[src/rtl/alu_share_ctrl.sv]
// Shares one external combinational 74181-style ALU between two requesters.
// Round-robin grant in IDLE, one ALU evaluation cycle in EXEC, response held in RESP.
module alu_share_ctrl #(
  parameter int WIDTH = 16
) (
  input  logic             clk,
  input  logic             rst,
  input  logic             req0_valid,
  output logic             req0_ready,
  input  logic [WIDTH-1:0] req0_a,
  input  logic [WIDTH-1:0] req0_b,
  input  logic             req0_m,
  input  logic [3:0]       req0_s,
  input  logic             req0_cin,
  input  logic             req1_valid,
  output logic             req1_ready,
  input  logic [WIDTH-1:0] req1_a,
  input  logic [WIDTH-1:0] req1_b,
  input  logic             req1_m,
  input  logic [3:0]       req1_s,
  input  logic             req1_cin,
  output logic [WIDTH-1:0] alu_a,
  output logic [WIDTH-1:0] alu_b,
  output logic             alu_m,
  output logic [3:0]       alu_s,
  output logic             alu_cin,
  input  logic [WIDTH-1:0] alu_f,
  input  logic             alu_cout,
  output logic             rsp_valid,
  input  logic             rsp_ready,
  output logic             rsp_id,
  output logic [WIDTH-1:0] rsp_f,
  output logic             rsp_cout,
  output logic             rsp_zero,
  output logic             busy
);

  typedef enum logic [1:0] {IDLE, EXEC, RESP} state_t;

  state_t           state_q, state_d;
  logic             last_q;
  logic             id_q;
  logic [WIDTH-1:0] alu_a_q, alu_a_d;
  logic [WIDTH-1:0] alu_b_q, alu_b_d;
  logic             alu_m_q, alu_m_d;
  logic [3:0]       alu_s_q, alu_s_d;
  logic             alu_cin_q, alu_cin_d;
  logic [WIDTH-1:0] rsp_f_q;
  logic             rsp_cout_q;
  logic             rsp_valid_q;

  logic gnt_id;
  logic accept;

  // On a tie the requester that did not win last time gets the grant.
  always_comb begin
    gnt_id = req1_valid;
    if (req0_valid && req1_valid) begin
      gnt_id = ~last_q;
    end
    accept     = (state_q == IDLE) && !rst && (req0_valid || req1_valid);
    req0_ready = accept && !gnt_id;
    req1_ready = accept && gnt_id;
  end

  always_comb begin
    alu_a_d   = req0_a;
    alu_b_d   = req0_b;
    alu_m_d   = req0_m;
    alu_s_d   = req0_s;
    alu_cin_d = req0_cin;
    if (gnt_id) begin
      alu_a_d   = req1_a;
      alu_b_d   = req1_b;
      alu_m_d   = req1_m;
      alu_s_d   = req1_s;
      alu_cin_d = req1_cin;
    end
  end

  always_comb begin
    state_d = state_q;
    case (state_q)
      IDLE:    if (accept) state_d = EXEC;
      EXEC:    state_d = RESP;
      RESP:    if (rsp_ready) state_d = IDLE;
      default: state_d = IDLE;
    endcase
  end

  always_ff @(posedge clk) begin
    if (rst) begin
      state_q     <= IDLE;
      last_q      <= 1'b1;
      id_q        <= 1'b0;
      alu_a_q     <= '0;
      alu_b_q     <= '0;
      alu_m_q     <= 1'b0;
      alu_s_q     <= '0;
      alu_cin_q   <= 1'b0;
      rsp_f_q     <= '0;
      rsp_cout_q  <= 1'b0;
      rsp_valid_q <= 1'b0;
    end else begin
      state_q <= state_d;
      // ALU inputs only move on acceptance, so they keep the last op afterwards.
      if (accept) begin
        alu_a_q   <= alu_a_d;
        alu_b_q   <= alu_b_d;
        alu_m_q   <= alu_m_d;
        alu_s_q   <= alu_s_d;
        alu_cin_q <= alu_cin_d;
        id_q      <= gnt_id;
        last_q    <= gnt_id;
      end
      if (state_q == EXEC) begin
        rsp_f_q     <= alu_f;
        rsp_cout_q  <= alu_cout;
        rsp_valid_q <= 1'b1;
      end
      if (state_q == RESP && rsp_ready) begin
        rsp_valid_q <= 1'b0;
      end
    end
  end

  assign alu_a     = alu_a_q;
  assign alu_b     = alu_b_q;
  assign alu_m     = alu_m_q;
  assign alu_s     = alu_s_q;
  assign alu_cin   = alu_cin_q;
  assign rsp_valid = rsp_valid_q;
  assign rsp_id    = id_q;
  assign rsp_f     = rsp_f_q;
  assign rsp_cout  = rsp_cout_q;
  assign rsp_zero  = (rsp_f_q == '0);
  assign busy      = (state_q != IDLE);

endmodule

[config.mk]
export PLATFORM = sky130hd
export DESIGN_NAME = alu_share_ctrl
export DESIGN_NICKNAME = d
export VERILOG_FILES = /design/src/rtl/alu_share_ctrl.sv
export SDC_FILE = /design/constraint.sdc
export NUM_CORES = 1
export LEC_CHECK = 0
export ABC_CLOCK_PERIOD_IN_PS = 2200
export BUFFER_PORTS_ARGS = -buffer_cell sky130_fd_sc_hd__buf_4
export CORE_ASPECT_RATIO = 1.25
export CORE_MARGIN = 4
export CORE_UTILIZATION = 42
export DETAILED_ROUTE_END_ITERATION = 10
export GPL_ROUTABILITY_DRIVEN = 1
export PLACE_DENSITY = 0.87
export SLEW_MARGIN = 20
export SYNTH_ARGS = -nofsm -noshare
export SYNTH_HDL_FRONTEND = slang
export SYNTH_SLANG_ARGS = --single-unit
[constraint.sdc]
create_clock -name clk -period 2.2 [get_ports clk]
set_input_delay 0.44 -clock clk [delete_from_list [all_inputs] [get_ports clk]]
set_output_delay 0.44 -clock clk [all_outputs]
set_load 0.05 [all_outputs]
==> results of run 1 <==
worst max path at each step:
stage | to | slack [ps] | from
finish | req1_ready | 110 | state_q[1]
global route | req1_ready | 40 | state_q[1]
CTS | req1_ready | 90 | state_q[1]
detailed placement | alu_a[7] | 240 | rst
global placement | req1_ready | 300 | rst
floorplan | req0_ready | 40 | rst
synthesized netlist by cell type, types with 2 or more instances:
cell type,instances
nand2_1,73
nor4_1,4
nor3_1,38
nor2_1,2
buf_2,7
dfxtp_1,60
buf_6,4
a21oi_1,19
a221o_1,39
clkbuf_1,17
nor2b_1,2
inv_1,2
registers in the layout, summed over array words and instances (netlist names):
signal	count
last_q	1
rsp_id	1
rsp_valid	1
alu_a	16
alu_s	4
rsp_f	16
alu_m	1
alu_cin	1
rsp_cout	1
state_q	2
alu_b	16
cell families (layout without fill, tap and decap cells):
logic type / Yosys count / in the layout / share of synthesized area
AND/OR/NAND/NOR: 127 / 127 / 0.2329
AO/OA/AOI/OAI: 61 / 61 / 0.2124
flip-flops: 60 / 60 / 0.4926
buffers and inverters: 30 / 185 / 0.06208
stage by stage:
stage | hold slack [ps] | setup slack [ps] | area [µm²] | cells | total power (W)
finish | 328.8 | 108.1 | 3855 | 497 | 0.003255
global route | 316.5 | 36.33 | 3855 | 497 | 0.003402
CTS | 319.1 | 91.40 | 3855 | 497 | 0.003274
detailed placement | 449.0 | 239.5 | 3652 | 481 | 0.002285
global placement | 438.4 | 297.4 | 3652 | 481 | 0.002266
floorplan | 536.0 | 44.60 | 2444 | 278 | 0.001905
power breakdown:
group	internal [W]	switching [W]
logic	0.000367	0.000629
clock network	0.000581	0.000415
registers	0.00119	0.0000697
total	0.00214	0.00111
worst max-delay path: stages, from the launching register on:
cell and delay [ps]:
dfxtp_1 340, or3_1 490, a211oi_4 260, buf_4 240
layer usage:
layer	up-vias	global-route usage	routed length (µm)
met5	-	0	0
met4	0	0.08892	112
met3	10	0.08382	811
li1	1303	-	-
met2	131	0.3614	3978
met1	1231	0.2565	3149
cell type report:
class / count / share of cell area
well taps: 64 / 0.02077
multi-input cells: 188 / 0.2879
clock inverters: 4 / 0.01233
clock buffers: 12 / 0.04025
inverters: 2 / 0.001947
flip-flops and latches: 60 / 0.3116
repair buffers: 167 / 0.3252
==> out/summary.txt, run 1 <==
Period minus WS final: 2092 ps
Yosys warns: 0
CTS tree: built
Max rail drop VDD: 0.0005747 V
Starting DRT DRC Count: 139
Post-synth EDFFs: 0
Num ports: 159
Main flop type after synthesis: dfxtp_1
Synth top area cells: dfxtp_1 (49%), a221o_1 (16%), nand2_1 (11%)
Worst Tran Pin Value: 661.2 ps
Post-Syn Area: 2439 µm²
Initial Util: 0.4420
Max_cap viols: 0
Post-Syn Instances: 278
Core Area: 5518 µm²
Setup CP Type: flip-flop to primary output
Crit path DAT: 1650 ps
Hold path start: req1_a[0]
WP data required: 1760 ps
Sequential share of the synthesized area: 0.4926
Largest net degree at the start of global routing: 40
Clock Sinks: 60
DR DRC count: 0
Outcome: finished, final reports clean
Asr flop ratio synth: 0
Post-CTS sizing: 0
Syn Area/Cell: 8.772 µm²
Std-Cell Rows: 30
Setup crit end kind: primary output
Hpwl dp: 5.998 mm
First-pass GRT wire length: 12.89 mm
Footprint of the multi-input gates: 1110 µm²
Reg2reg path depth: 4
Critical Path Start Type: flip-flop
R2R setup slack: 410 ps
Critical R2R Launch: state_q[1]
P&R area growth vs syn: 58.08%
Total negative setup slack: 0 ps
Slew headroom: 0.5592
Cts-stage hold buffer count: 0
Hold/Removal Path Class: input port to flip-flop
Share of cells above drive strength 1: 0.4319
Max Slew Vio Count: 0
Final Hold Viols: 0
Nets@finish: 526
GRT Util Overall: 0.2197
Root buf cell: clkbuf_8
DR WL/cell: 16.20 µm
Port bufs: 158
Die ar.: 7097 µm²
Clk pin slew, worst setup/hold paths: 70 ps
Routed WL: 8.051 mm
Utilization after layout: 0.6986
Top cell type's share of synthesized area: 0.4926
Leading area contributor after synthesis: dfxtp_1
CTS max path bufs: 2
Final Cycle Share: 0.9508
Fmax: 0.4780 GHz
Fillcell total: 414
Pwr Density: 844.3 nW/µm²
Setup Skew: 6.595 ps
Initial antenna violation count: 0
Worst skew pair latency: 330 ps
Vias per Instance: 5.382
H-tree Lvls: 3
Cell variety after synth: 23
Finish-stage setup viols: 0
Setup Buffers After CTS: 0
Via Count: 2675
RSZ-0062 raised after global routing: no
GRT overflow: 0
CTS Buf Count: 9
Reg area: 1201 µm²
Hold EP: alu_a[0]
Routed Antenna Nets: 0
Worst Path Max Fanout: 6
Diode count: 0
Most common cell after layout, fill and taps aside: buf_4
Post-synthesis net count: 376
Vias in the first global route: 2682
WHS Path Cells: 2
LEAKAGE: 1.812 nW
Final GP Congestion: 0.8068
Most frequent cells in the layout: buf_4 (167), nand2_1 (73), dfxtp_1 (60)
Register bit total from synthesis: 60
Die width: 76.16 µm
DIE HEIGHT: 93.19 µm
R2R Path End: alu_a[7]
Drt first pass iters: 4
(Power assumes the default switching activity.)
==> run 2, diff against run 1 <==
--- a/config.mk
+++ b/config.mk
@@ -9,2 +9,3 @@
 export BUFFER_PORTS_ARGS = -buffer_cell sky130_fd_sc_hd__buf_4
+export CAP_MARGIN = 20
 export CORE_ASPECT_RATIO = 1.25
--- a/constraint.sdc
+++ b/constraint.sdc
@@ -3,2 +3,2 @@
 set_output_delay 0.44 -clock clk [all_outputs]
-set_load 0.05 [all_outputs]
+set_load 0.1 [all_outputs]
==> out/summary.txt, run 2 (synthesis results as in run 1) <==
DR WL/cell: 16.68 µm (was 16.20 µm)
CTS Buf Count: 9 (unchanged)
Setup CP Type: flip-flop to primary output (unchanged)
Max rail drop VDD: 0.0005547 V (was 0.0005747 V)
P&R area growth vs syn: 57.52% (was 58.08%)
Final Hold Viols: 0 (unchanged)
H-tree Lvls: 3 (unchanged)
Cts-stage hold buffer count: 0 (unchanged)
Reg area: 1201 µm² (unchanged)
Largest net degree at the start of global routing: 40 (unchanged)
Die width: 76.16 µm (unchanged)
Hold_ws: 332.2 ps (was 328.8 ps)
Share of cells above drive strength 1: 0.4329 (was 0.4319)
Initial antenna violation count: 0 (unchanged)
Setup crit end kind: primary output (unchanged)
RSZ-0062 raised after global routing: no (unchanged)
Initial Util: 0.4420 (unchanged)
Period minus WS final: 2067 ps (was 2092 ps)
Clock Sinks: 60 (unchanged)
Root buf cell: clkbuf_8 (unchanged)
Routed Antenna Nets: 0 (unchanged)
Fillcell total: 465 (was 414)
Drt first pass iters: 4 (unchanged)
Starting DRT DRC Count: 155 (was 139)
Worst Tran Pin Value: 654.0 ps (was 661.2 ps)
Final Instance Area: 3841 µm² (was 3855 µm²)
Nets@finish: 526 (unchanged)
Pwr Density: 920.4 nW/µm² (was 844.3 nW/µm²)
Port bufs: 158 (unchanged)
Diode count: 0 (unchanged)
Worst skew pair latency: 330 ps (about the same)
GRT overflow: 0 (unchanged)
Clk pin slew, worst setup/hold paths: 70 ps (about the same)
Finish-stage setup viols: 0 (unchanged)
Num ports: 159 (unchanged)
CTS max path bufs: 2 (unchanged)
WP data required: 1760 ps (about the same)
Vias in the first global route: 2713 (was 2682)
Max_cap viols: 0 (unchanged)
Worst Path Max Fanout: 6 (unchanged)
LEAKAGE: 1.802 nW (was 1.812 nW)
Outcome: finished, final reports clean (unchanged)
Std-Cell Rows: 30 (unchanged)
DIE HEIGHT: 93.19 µm (unchanged)
Footprint of the multi-input gates: 1122 µm² (was 1110 µm²)
Most frequent cells in the layout: buf_4 (165), nand2_1 (73), dfxtp_1 (60) (was buf_4 (167), nand2_1 (73), dfxtp_1 (60))
Final cell count without fillers: 496 (was 497)
Setup Skew: 5.907 ps (was 6.595 ps)
Slew headroom: 0.5640 (was 0.5592)
Crit path DAT: 1630 ps (was 1650 ps)
Via Count: 2735 (was 2675)
Routed WL: 8.271 mm (was 8.051 mm)
Hpwl dp: 6.138 mm (was 5.998 mm)
Critical Path Start Type: flip-flop (unchanged)
Vias per Instance: 5.514 (was 5.382)
Core Area: 5518 µm² (unchanged)
Post-place instance area: 3660 µm² (was 3652 µm²)
Max Slew Vio Count: 0 (unchanged)
Hold/Removal Path Class: input port to flip-flop (unchanged)
Fmax: 0.4838 GHz (was 0.4780 GHz)
CTS tree: built (unchanged)
Final Cycle Share: 0.9396 (was 0.9508)
Utilization after layout: 0.6961 (was 0.6986)
GRT Util Overall: 0.2273 (was 0.2197)
Placed cells: 481 (unchanged)
DR DRC count: 0 (unchanged)
First-pass GRT wire length: 13.12 mm (was 12.89 mm)
Die ar.: 7097 µm² (unchanged)
Most common cell after layout, fill and taps aside: buf_4 (unchanged)
Final GP Congestion: 0.8051 (was 0.8068)
-- run 2: changes by cell type in the layout (fill, tap and decap cells not counted), sizes merged --
cell and delta:
bufinv -1, clkbuf +1, clkinvlp -1
-- run 2: layout make-up --
cell class                      count  share of cell area
Clock inverter                      2            0.002606
Tap cell                           64             0.02085
Multi-Input combinational cell    188              0.2922
Inverter                            2            0.001954
Clock buffer                       13             0.04137
Timing Repair Buffer              167              0.3283
Sequential cell                    60              0.3127
-- run 2: per-layer routing --
metal / GRT usage / part of all wire / up-vias
li1: - / - / 1304
met1: 0.2535 / 0.38 / 1269
met2: 0.3786 / 0.50 / 147
met3: 0.08767 / 0.10 / 15
met4: 0.1093 / 0.021 / 0
met5: 0 / 0 / -
-- run 2: path summary, 6_finish.rpt --
| kind | from | end | slack (ps) | depth (start not counted) |
|---|---|---|---|---|
| setup / recovery | state_q[1] | req1_ready | 130 | 3 |
| hold reg to reg | rsp_cout | rsp_cout | 450 | 2 |
| setup reg to reg | state_q[1] | alu_b[9] | 440 | 4 |
| hold / removal | req1_a[14] | alu_a[14] | 330 | 2 |
-- run 2: critical path, stage by stage (launching register included) --
cell	delay, ps
dfxtp_1	340
or3_4	450
a211oi_4	250
buf_6	260
-- run 2: power by group --
group	leakage (nW)	internal (W)	switching [W]	total, W
sequential	0.494	0.00119	0.0000681	0.00126
combinational	1.22	0.000372	0.00104	0.00142
clock	0.0893	0.000461	0.000397	0.000858
-- run 2: stage by stage --
stage / worst slack (ps) / setup TNS, ps / total power [W]
after floorplan: -108.4 / -108.4 / 0.002323
after global placement: 181.5 / 0 / 0.002679
after detailed placement: 184.0 / 0 / 0.002699
after CTS: 25.98 / 0 / 0.003558
after global routing: 70.10 / 0 / 0.003673
final: 133.0 / 0 / 0.003535
-- run 2: repair_timing --
item	CTS	global route
setup endpoints to repair	1	2
gates resized for setup	1	2
endpoints found under the hold margin	0	0
setup buffers	0	0
